$ cat src/rtl/fetch_sequencer.sv
// Instruction fetch sequencer: owns the PC, feeds a registered valid/ready slot toward decode,
// redirects locally on jumps and from execute on beq/beqz, and halts on end of program or bad target.
module fetch_sequencer #(
    parameter int unsigned PC_W     = 8,
    parameter int unsigned INSTR_W  = 20,
    parameter int unsigned PROG_LEN = 20,
    parameter logic [4:0]  OP_JUMP  = 5'b01001,
    parameter logic [4:0]  OP_BEQZ  = 5'b01010,
    parameter logic [4:0]  OP_BEQ   = 5'b01011
) (
    input  logic               clk,
    input  logic               rst_n,
    input  logic               start,
    output logic [PC_W-1:0]    imem_pc,
    input  logic [INSTR_W-1:0] imem_instr,
    output logic               dec_valid,
    input  logic               dec_ready,
    output logic [INSTR_W-1:0] dec_instr,
    output logic [PC_W-1:0]    dec_pc,
    input  logic               br_valid,
    input  logic               br_taken,
    input  logic [PC_W-1:0]    br_target,
    output logic               busy,
    output logic               halted,
    output logic               range_err
);

    typedef enum logic [1:0] {StIdle, StFetch, StWaitBr, StHalt} state_e;

    // One extra bit so range checks happen before any PC_W-bit wrap.
    localparam logic [PC_W:0] ProgLenW = (PC_W + 1)'(PROG_LEN);

    state_e               state_q;
    logic [PC_W-1:0]      pc_q;
    logic                 dec_valid_q;
    logic [INSTR_W-1:0]   dec_instr_q;
    logic [PC_W-1:0]      dec_pc_q;
    logic                 range_err_q;

    logic                 slot_free;
    logic                 fetch;
    logic [4:0]           opcode;
    logic [PC_W:0]        pc_inc;
    logic                 jump_ok;
    logic                 br_ok;

    assign slot_free = !dec_valid_q || dec_ready;
    assign fetch     = (state_q == StFetch) && slot_free;
    assign opcode    = imem_instr[INSTR_W-1 -: 5];
    assign pc_inc    = {1'b0, pc_q} + 1'b1;
    assign jump_ok   = {1'b0, imem_instr[PC_W-1:0]} < ProgLenW;
    assign br_ok     = {1'b0, br_target} < ProgLenW;

    always_ff @(posedge clk or negedge rst_n) begin
        if (!rst_n) begin
            state_q     <= StIdle;
            pc_q        <= '0;
            dec_valid_q <= 1'b0;
            dec_instr_q <= '0;
            dec_pc_q    <= '0;
            range_err_q <= 1'b0;
        end else begin
            if (fetch) begin
                dec_valid_q <= 1'b1;
                dec_instr_q <= imem_instr;
                dec_pc_q    <= pc_q;
            end else if (dec_ready) begin
                dec_valid_q <= 1'b0;
            end

            case (state_q)
                StIdle, StHalt: begin
                    if (start) begin
                        pc_q        <= '0;
                        range_err_q <= 1'b0;
                        state_q     <= StFetch;
                    end
                end
                StFetch: begin
                    if (slot_free) begin
                        if (opcode == OP_JUMP) begin
                            if (jump_ok) begin
                                pc_q <= imem_instr[PC_W-1:0];
                            end else begin
                                range_err_q <= 1'b1;
                                state_q     <= StHalt;
                            end
                        end else if (opcode == OP_BEQ || opcode == OP_BEQZ) begin
                            pc_q    <= pc_inc[PC_W-1:0];
                            state_q <= StWaitBr;
                        end else if (pc_inc == ProgLenW) begin
                            state_q <= StHalt;
                        end else begin
                            pc_q <= pc_inc[PC_W-1:0];
                        end
                    end
                end
                StWaitBr: begin
                    // start is deliberately ignored here, even alongside br_valid.
                    if (br_valid) begin
                        if (br_taken) begin
                            if (br_ok) begin
                                pc_q    <= br_target;
                                state_q <= StFetch;
                            end else begin
                                range_err_q <= 1'b1;
                                state_q     <= StHalt;
                            end
                        end else if ({1'b0, pc_q} == ProgLenW) begin
                            state_q <= StHalt;
                        end else begin
                            state_q <= StFetch;
                        end
                    end
                end
                default: state_q <= StIdle;
            endcase
        end
    end

    assign imem_pc   = pc_q;
    assign dec_valid = dec_valid_q;
    assign dec_instr = dec_instr_q;
    assign dec_pc    = dec_pc_q;
    assign range_err = range_err_q;
    assign busy      = (state_q == StFetch) || (state_q == StWaitBr);
    assign halted    = (state_q == StHalt);

endmodule

$ cat config.mk
export PLATFORM = sky130hd
export DESIGN_NAME = fetch_sequencer
export DESIGN_NICKNAME = d
export VERILOG_FILES = /design/src/rtl/fetch_sequencer.sv
export SDC_FILE = /design/constraint.sdc
export NUM_CORES = 1
export LEC_CHECK = 0
export CAP_MARGIN = 20
export CORE_MARGIN = 8
export CORE_UTILIZATION = 40
export DETAILED_ROUTE_END_ITERATION = 12
export PLACE_DENSITY = 0.84
export SETUP_SLACK_MARGIN = 0.1
export SYNTH_ARGS = -nofsm -noshare
export SYNTH_HDL_FRONTEND = slang
export SYNTH_SLANG_ARGS = --single-unit
$ cat constraint.sdc
create_clock -name clk -period 2 [get_ports clk]
set_clock_uncertainty 0.15 [all_clocks]
set_input_delay 0.2 -clock clk [delete_from_list [all_inputs] [get_ports clk]]
set_output_delay 0.2 -clock clk [all_outputs]
set_load 0.03 [all_outputs]
Word level (Yosys, flattened, before mapping)
Index checks and enable logic that the tools add are counted.
{ "word_totals": {"register_bits": 40, "latchBits": 0, "ramBits": 0, "romBits": 0, "inputBits": 34, "out_inout_bits": 40, "elab_cells": 71, "memories": 0} }
{ "classes": {"add_sub_neg": 1, "mul": 0, "div_mod_pow": 0, "magnitude_cmp": 2, "n_eq_ne": 20, "shifts": 0, "mux": 31, "bitwise_logic": 0, "n_reduce_logical": 11} }
{ "ops": {"columns": ["cell", "n"], "rows": [
  ["8-bit 2-to-1 mux", 9],
  ["8-bit case mux with 3 select lines", 1],
  ["2-bit 2-to-1 mux", 10],
  ["8-bit by 5-bit less-than comparator with 1-bit output (second input constant)", 2],
  ["5-bit by 4-bit == test with 1-bit output (second input constant)", 3],
  ["2-bit != test (second input constant)", 7],
  ["7-bit AND reduction", 2],
  ["8-bit by 1-bit adder with 9-bit output (second input constant)", 1],
  ["9-bit by 5-bit == test with 1-bit output (second input constant)", 1],
  ["1-bit 2-to-1 mux", 9],
  ["8-bit by 5-bit == test with 1-bit output (second input constant)", 1],
  ["3-bit != test (second input constant)", 2],
  ["2-bit case mux with 3 select lines", 1],
  ["5-bit AND reduction", 1],
  ["2-bit == test (second input constant)", 2],
  ["4-bit by 1-bit != test with 1-bit output (second input constant)", 1],
  ["4-bit != test (second input constant)", 1],
  ["1-bit logical OR", 3],
  ["1-bit case mux with 3 select lines", 1],
  ["2-bit by 1-bit == test with 1-bit output (second input constant)", 1],
  ["2-bit logical NOT", 1],
  ["2-bit by 1-bit != test with 1-bit output (second input constant)", 1],
  ["2-bit nonzero test", 1],
  ["2-bit OR reduction", 1],
  ["other kinds (2)", 2]
]} }

Longest topological paths before layout
Gate-level depths: netlist of run 1.
{ "logic_depth": {"ltp_word": 7, "depth_mapped": 9, "ltp_nobuf": 7} }

Worst setup path after synthesis of run 1
Ideal clock, no wire load.
{ "synth_path": {"kind": "register -> register", "from": "register pc_q[5], in the netlist imem_pc[5]", "to": "register pc_q[0], in the netlist imem_pc[0]", "setup_ps": 125, "arrival_ps": 1933, "t_required_ps": 1725, "setup_slack_ps": -208, "stages_incl_launch_ff": 7, "path_buffers": 1, "period_less_slack_ps": 2208, "path_cell_list": "dfrtp_1 -> or4_1 -> nor3_2 -> nand3_1 -> o211a_1 -> buf_6 -> mux2_4"} }
{ "synth_via": {"elab_chain_len": 4} }
{ "synth_lines": {"columns": ["item", "line_no", "source"], "rows": [
  ["start, declared", "34", "logic [PC_W-1:0] pc_q;"],
  ["start signal, assigned", "83", "pc_q <= imem_instr[PC_W-1:0];"],
  ["start signal, assigned", "89", "pc_q <= pc_inc[PC_W-1:0];"],
  ["start signal, assigned", "94", "pc_q <= pc_inc[PC_W-1:0];"],
  ["8-bit by 1-bit adder with 9-bit output", "50", "assign pc_inc = {1'b0, pc_q} + 1'b1;"],
  ["9-bit by 5-bit == test with 1-bit output", "91", "end else if (pc_inc == ProgLenW) begin"],
  ["4-bit != test (no source line)", null, null],
  ["7-bit AND reduction (no source line)", null, null]
]} }
No other way between the ends.
A chain may end at the register's enable or synchronous reset.

Worst setup path in the final report of run 1
{ "layout_path": {"from": "register pc_q[5], in the netlist imem_pc[5]", "to": "register pc_q[6], in the netlist imem_pc[6]"} }
{ "layout_via": {"elab_chain_len": 6, "elab_cells_between_ends": 9, "classes_between": "add/sub (1); eq/ne (2); mux (5); reduce/logical (1)"} }
{ "layout_lines": {"columns": ["item", "line_no", "source"], "rows": [
  ["8-bit by 1-bit adder with 9-bit output *", "50", null],
  ["8-bit 2-to-1 mux", "91", null],
  ["8-bit 2-to-1 mux", "88", "end else if (opcode == OP_BEQ || opcode == OP_BEQZ) begin"],
  ["8-bit 2-to-1 mux", "81", "if (opcode == OP_JUMP) begin"],
  ["8-bit 2-to-1 mux", "80", "if (slot_free) begin"],
  ["8-bit case mux with 3 select lines", "71", "case (state_q)"]
]} }
Every way passes the cells marked *; elsewhere a longest branch is shown, timed or not. The select of a mux whose other input is x is not followed.

==> flow_summary.json, run 1 <==
{
  "drcViolationCount": 0,
  "synth_area_um2": 2090,
  "p_leak_uw": 0.00149,
  "clkSlewWorstSetupHoldPaths_ns": 0.07,
  "async_flop_share_pct": 100,
  "fillers": 421,
  "nNetsFinal": 334,
  "wl_met2_mm": 3.04,
  "layout_min_cycle_time_ns": 2.03,
  "initial_core_util_pct": 41.2,
  "diodes": 0,
  "maxUsedRoutingLayer": "met4",
  "fp.dieH_um": 88.3,
  "drt_wl_total_mm": 6.25,
  "cts_tree": "done",
  "cts_num_sinks": 40,
  "cp_max_fo": 8,
  "final-instance-count-excl-fill": 366,
  "max_cap_violations": 0,
  "die-width_um": 88.3,
  "required_ns": 2.03,
  "fin_ws_ns": -0.0254,
  "dp_cells": 355,
  "multi_input_area_um2": 1080,
  "wl_met1_mm": 2.56,
  "ios": 74,
  "synth_fp_nets": 225,
  "max_freq_mhz": 494,
  "dr.pass1.iters": 4,
  "slew_violations": 0,
  "status": "complete, but fails checks",
  "core-area_um2": 5070,
  "synthesis.instances": 186,
  "drive_above_1_share_pct": 32.8,
  "placed_area_um2": 3140,
  "grt_use_total_pct": 16.9,
  "vias": 1890,
  "violations": "setup timing",
  "place.detailed.hpwl_mm": 4.75,
  "drt_iter0_markers": 90,
  "port_buffers": 73,
  "synth.avg_cell_area_um2": 11.2,
  "htreeDepth": 2,
  "viasPerCell": 5.16,
  "clock_latency_ns": 0.30,
  "synth_top_area_share_pct": 47.8,
  "worstSetupPathType": "reg2reg",
  "rows": 26,
  "seq_area_um2": 1000,
  "grt_max_degree": 41,
  "synth_edf_count": 0,
  "antenna_found_initial": 0,
  "final_area_um2": 3360,
  "ant_nets": 0,
  "first_global_vias": 2018,
  "cts-root-buf": "clkbuf_8",
  "power_per_cell_area_nw_per_um2": 1730,
  "final.setup.tns_ns": -0.136,
  "area_growth_pct": 60.7,
  "gp_congestion": 0.873,
  "numCtsBuffers": 5,
  "synthTopCellsByCount": "dfrtp_1, mux2_2, nand2_1",
  "grt-ovfl-total": 0,
  "yosysWarnings": 0,
  "finalCritPeriodShare_pct": 101,
  "yosysMostFrequentCell": "dfrtp_1",
  "worst-slew-pin-transition_ns": 0.518,
  "slew-limit-headroom_pct": 65.5,
  "hold_ws_ns": 0.336,
  "setup_viol": 8,
  "endpoint_kind": "register",
  "min_path_type": "reg2reg",
  "ys.flop_type": "dfrtp_1",
  "finalHoldViolCount": 0,
  "synth_area_leaders": "dfrtp_1, mux2_2, mux2_4, nand2_1, ha_1",
  "synth_top_area_cell": "dfrtp_1",
  "cp-start-kind": "register",
  "clockBufferDepth": 2,
  "synth_cell_types": 41,
  "ys_seq_elements": 40,
  "rsz0062_at_grt": "yes",
  "peakVddDrop_v": 0.000948,
  "wl_met3_um": 546,
  "grt_pass1_wl_mm": 10.2,
  "routedWlPerCell_um": 17.1,
  "ys_seq_area_share_pct": 47.8,
  "dieArea_um2": 7800,
  "cp.arrival_ns": 2.05
}
[layout make-up]
type,instances,area share [%]
Sequential cell,40,29.9
Inverter,7,0.782
Multi-Input combinational cell,130,32.1
Tap cell,70,2.61
Timing Repair Buffer,111,30.7
Clock buffer,6,2.16
Clock inverter,2,1.79
[cells by family after synthesis]
family | count (synthesis) | share of synthesized area, %
mux | 37 | 21.2
flops | 40 | 47.8
fa+ha+maj | 5 | 2.99
compound gates | 34 | 10.3
simple gates | 50 | 12.5
buf+inv | 16 | 3.47
xor+xnor | 4 | 1.67
[report_power, final]
part	switching, uW	total, uW	internal (uW)
Combinational	1890	3620	1730
Sequential	213	1410	1200
Clock	291	790	499
Total	2400	5820	3430
[critical path: stages, from the launching register on]
cell and delay, ns:
dfrtp_2 0.41, or4_4 0.56, nor3_4 0.16, nand3_2 0.10
o211a_4 0.22, mux2_4 0.31
[per-layer routing]
metal	GRT usage [%]	vias to the layer above
li1	-	885
met1	19.8	922
met2	28.4	74
met3	5.94	9
met4	5.07	0
met5	0	-
[stage by stage]
step | util (%) | setup WS [ns] | total power (uW)
2_1_floorplan | - | -0.0909 | 3480
3_3_place_gp | 61.9 | -0.332 | 4820
3_5_place_dp | 61.9 | -0.371 | 4900
4_1_cts | 65.4 | 0.0124 | 5810
5_1_grt | 66.2 | -0.0760 | 6150
6_report | 66.2 | -0.0254 | 5820
[flip-flops by register name (all words and copies together) (netlist names)]
signal and cells:
dec_pc 8, imem_pc 8, state_q 2, dec_instr 20, dec_valid 1, range_err 1
[final timing paths]
check / startpoint / endpoint / slack, ns / cells past startpoint
worst max-delay path: imem_pc[5]$_DFFE_PN0P_ / imem_pc[6]$_DFFE_PN0P_ / -0.03 / 5
worst min-delay path: dec_pc[1]$_DFFE_PN0P_ / dec_pc[1]$_DFFE_PN0P_ / 0.34 / 2
worst max register to register: imem_pc[5]$_DFFE_PN0P_ / imem_pc[6]$_DFFE_PN0P_ / -0.03 / 5
worst min register to register: dec_pc[1]$_DFFE_PN0P_ / dec_pc[1]$_DFFE_PN0P_ / 0.34 / 2
max in group asynchronous: rst_n / imem_pc[6]$_DFFE_PN0P_ / 0.95 / 3
min in group asynchronous: rst_n / dec_instr[9]$_DFFE_PN0P_ / 0.37 / 3
[timing repair]
action	in CTS	in global routing
hold endpoints to repair	40	0
hold buffers	1	0
endpoints found under the setup margin	17	40
setup buffers	2	0
gates resized for setup	9	10
pin swaps	3	1
[placed cells by master, fill, tap and decap left out, types with 2 or more instances in the layout]
master and n:
inv_1 7, nor3_1 6, nand3_1 9, dlygate4sd2_1 2
nand2b_1 2, clkdlybuf4s50_1 66, o21ai_0 6, o21ai_1 8
dfrtp_2 3, dfrtp_1 37, mux2_4 8, a21oi_1 4
clkbuf_8 5, xnor2_1 4, bufinv_16 2, nand2_1 20
mux2i_1 2, mux2_2 26, dlymetal6s2s_1 3, buf_4 36
ha_1 4, o31a_1 2, nor2_4 2, a31oi_1 3
Power figures use the tool's default switching activity.
==> run 2, diff against run 1 <==
CELL_PAD_IN_SITES_DETAIL_PLACEMENT = 1   (was default)
CELL_PAD_IN_SITES_GLOBAL_PLACEMENT = 2   (was default)
CORE_UTILIZATION = 25   (was 40)
PLACE_DENSITY = 0.85   (was 0.84)
RECOVER_POWER = 100   (was default)
==> run 2 against run 1 <==
  * Sequential share of layout area decreased by 0.74 points
  * The run still ends with setup timing left
  * Register-to-register slack lost 0.07 ns
  * First-iteration DRC count decreased by 51%
  * Die area increased by 48%
  * Combinational power shrank 3%
  * Total power grew 0.28%
  * Clock power up 17%
==> flow_summary.json, run 2 (synthesized netlist as in run 1, its figures left out) <==
{
  "status": "complete, but fails checks",
  "violations": "setup timing",
  "critPathBufInv": 1,
  "first_global_vias": 2180,
  "clkSlewWorstSetupHoldPaths_ns": 0.08,
  "rsz0062_at_grt": "yes",
  "rows": 33,
  "clockBufferDepth": 2,
  "worstSetupPathType": "reg2reg",
  "viasPerCell": 4.65,
  "final_cell_mix": "dfrtp_1, buf_4, dlygate4sd3_1, clkdlybuf4s50_1, mux2_2",
  "slowest_delay_ns": 0.56,
  "cts_num_sinks": 40,
  "fin_ws_ns": -0.0949,
  "cts_tree": "done",
  "max_freq_mhz": 477,
  "finalHoldViolCount": 0,
  "die-width_um": 107,
  "htreeDepth": 2,
  "dieArea_um2": 11600,
  "setup_viol": 8,
  "area_growth_pct": 64.8,
  "place.detailed.hpwl_mm": 5.61,
  "power_per_cell_area_nw_per_um2": 1690,
  "diodes": 0,
  "worst-slew-pin-transition_ns": 0.752,
  "endpoint_kind": "register",
  "antenna_found_initial": 0,
  "port_buffers": 73,
  "slowest_stage": "or4_4",
  "vias": 1902,
  "cp_max_fo": 8,
  "drt_wl_total_mm": 7.18,
  "nNetsFinal": 342,
  "slew_violations": 0,
  "crit_family": "simple AND/OR/NAND/NOR gates",
  "gp_congestion": 0.849,
  "grt_use_total_pct": 12.8,
  "peakVddDrop_v": 0.000638,
  "required_ns": 2.03,
  "fin_util_pct": 42.2,
  "core-area_um2": 8180,
  "grt-ovfl-total": 0,
  "cp.arrival_ns": 2.13,
  "cp-start-kind": "register",
  "slew-limit-headroom_pct": 49.9,
  "min_path_type": "in2reg",
  "drt_iter0_markers": 44,
  "routedWlPerCell_um": 17.6,
  "drive_above_1_share_pct": 33.2,
  "drcViolationCount": 0,
  "largest_register_ffs": 20,
  "grt_max_degree": 28,
  "finalCritPeriodShare_pct": 105,
  "hold_ws_ns": 0.0803,
  "clock_latency_ns": 0.30,
  "path_cells": "or4_4, nor3_4, nand3_1, o211a_1, buf_12, mux2_4",
  "ant_nets": 0,
  "grt_pass1_wl_mm": 11.5,
  "layout_min_cycle_time_ns": 2.09,
  "ios": 74,
  "initial_core_util_pct": 25.6,
  "numCtsBuffers": 5,
  "p_leak_uw": 0.00154,
  "fp.dieH_um": 107,
  "dr.pass1.iters": 4,
  "max_cap_violations": 0,
  "cts-root-buf": "clkbuf_8"
}
==> run 2: changes by cell type in the layout (fill, tap and decap cells not counted), moves of 2 or more <==
cell,delta
dlygate4sd3_1,+33
clkbuf_1,+4
clkdlybuf4s50_1,-36
dlygate4sd2_1,+2
clkbuf_2,+3
clkbuf_4,+2
==> run 2: worst paths after layout <==
check                                  startpoint                         to  slack [ns]  depth (start not counted)
max                        imem_pc[3]$_DFFE_PN0P_     imem_pc[4]$_DFFE_PN0P_       -0.09                          6
min                                imem_instr[19]  dec_instr[19]$_DFFE_PN0P_        0.08                          2
max reg2reg                imem_pc[3]$_DFFE_PN0P_     imem_pc[4]$_DFFE_PN0P_       -0.09                          6
min reg2reg                 dec_pc[1]$_DFFE_PN0P_      dec_pc[1]$_DFFE_PN0P_        0.34                          2
max in group asynchronous                   rst_n  dec_instr[18]$_DFFE_PN0P_        0.51                          3
min in group asynchronous                   rst_n  dec_instr[14]$_DFFE_PN0P_        0.35                          2
==> run 2: area by class of cell <==
class	count	area [um2]
inverter	7	26.3
multi-input combinational	130	1070
clock buffer	5	68.8
clock inverter	3	90.1
tap	105	131
timing repair buffer	119	1050
fill	914	4730
sequential	40	1000
==> run 2: power by group <==
group	internal [uW]	total (uW)	switching, uW
Combinational	1600	3520	1910
Clock	624	928	303
Sequential	1200	1400	200
Total	3420	5840	2420
==> run 2: what timing repair did <==
action | 4_1_cts | 5_1_grt
endpoints found under the hold margin | 26 | 0
endpoints found under the setup margin | 14 | 40
pin swaps | 2 | 3
buffers inserted | 0 | 0
hold buffers | 1 | 0
gates cloned | 0 | 1
resized for setup | 8 | 11
==> run 2: through the flow <==
| step | power (uW) | setup slack [ns] | instance area (um2) | TNS, ns | std cells |
|---|---|---|---|---|---|
| after floorplan | 3480 | -0.0909 | 2100 | -0.720 | 186 |
| after global placement | 5070 | -0.364 | 3280 | -3.55 | 399 |
| after detailed placement | 5140 | -0.371 | 3280 | -3.71 | 399 |
| after CTS | 6110 | -0.0918 | 3460 | -0.621 | 408 |
| after global routing | 6210 | -0.160 | 3450 | -1.39 | 409 |
| final | 5840 | -0.0949 | 3450 | -0.660 | 409 |
==> run 2: layer usage <==
metal	global-route usage [%]	vias up	routed length, um	part of all wire [%]
li1	-	896	-	-
met1	14.7	943	2950	41
met2	21.7	51	3590	50
met3	4.31	12	508	7.1
met4	4.46	0	124	1.7
met5	0	-	0	0
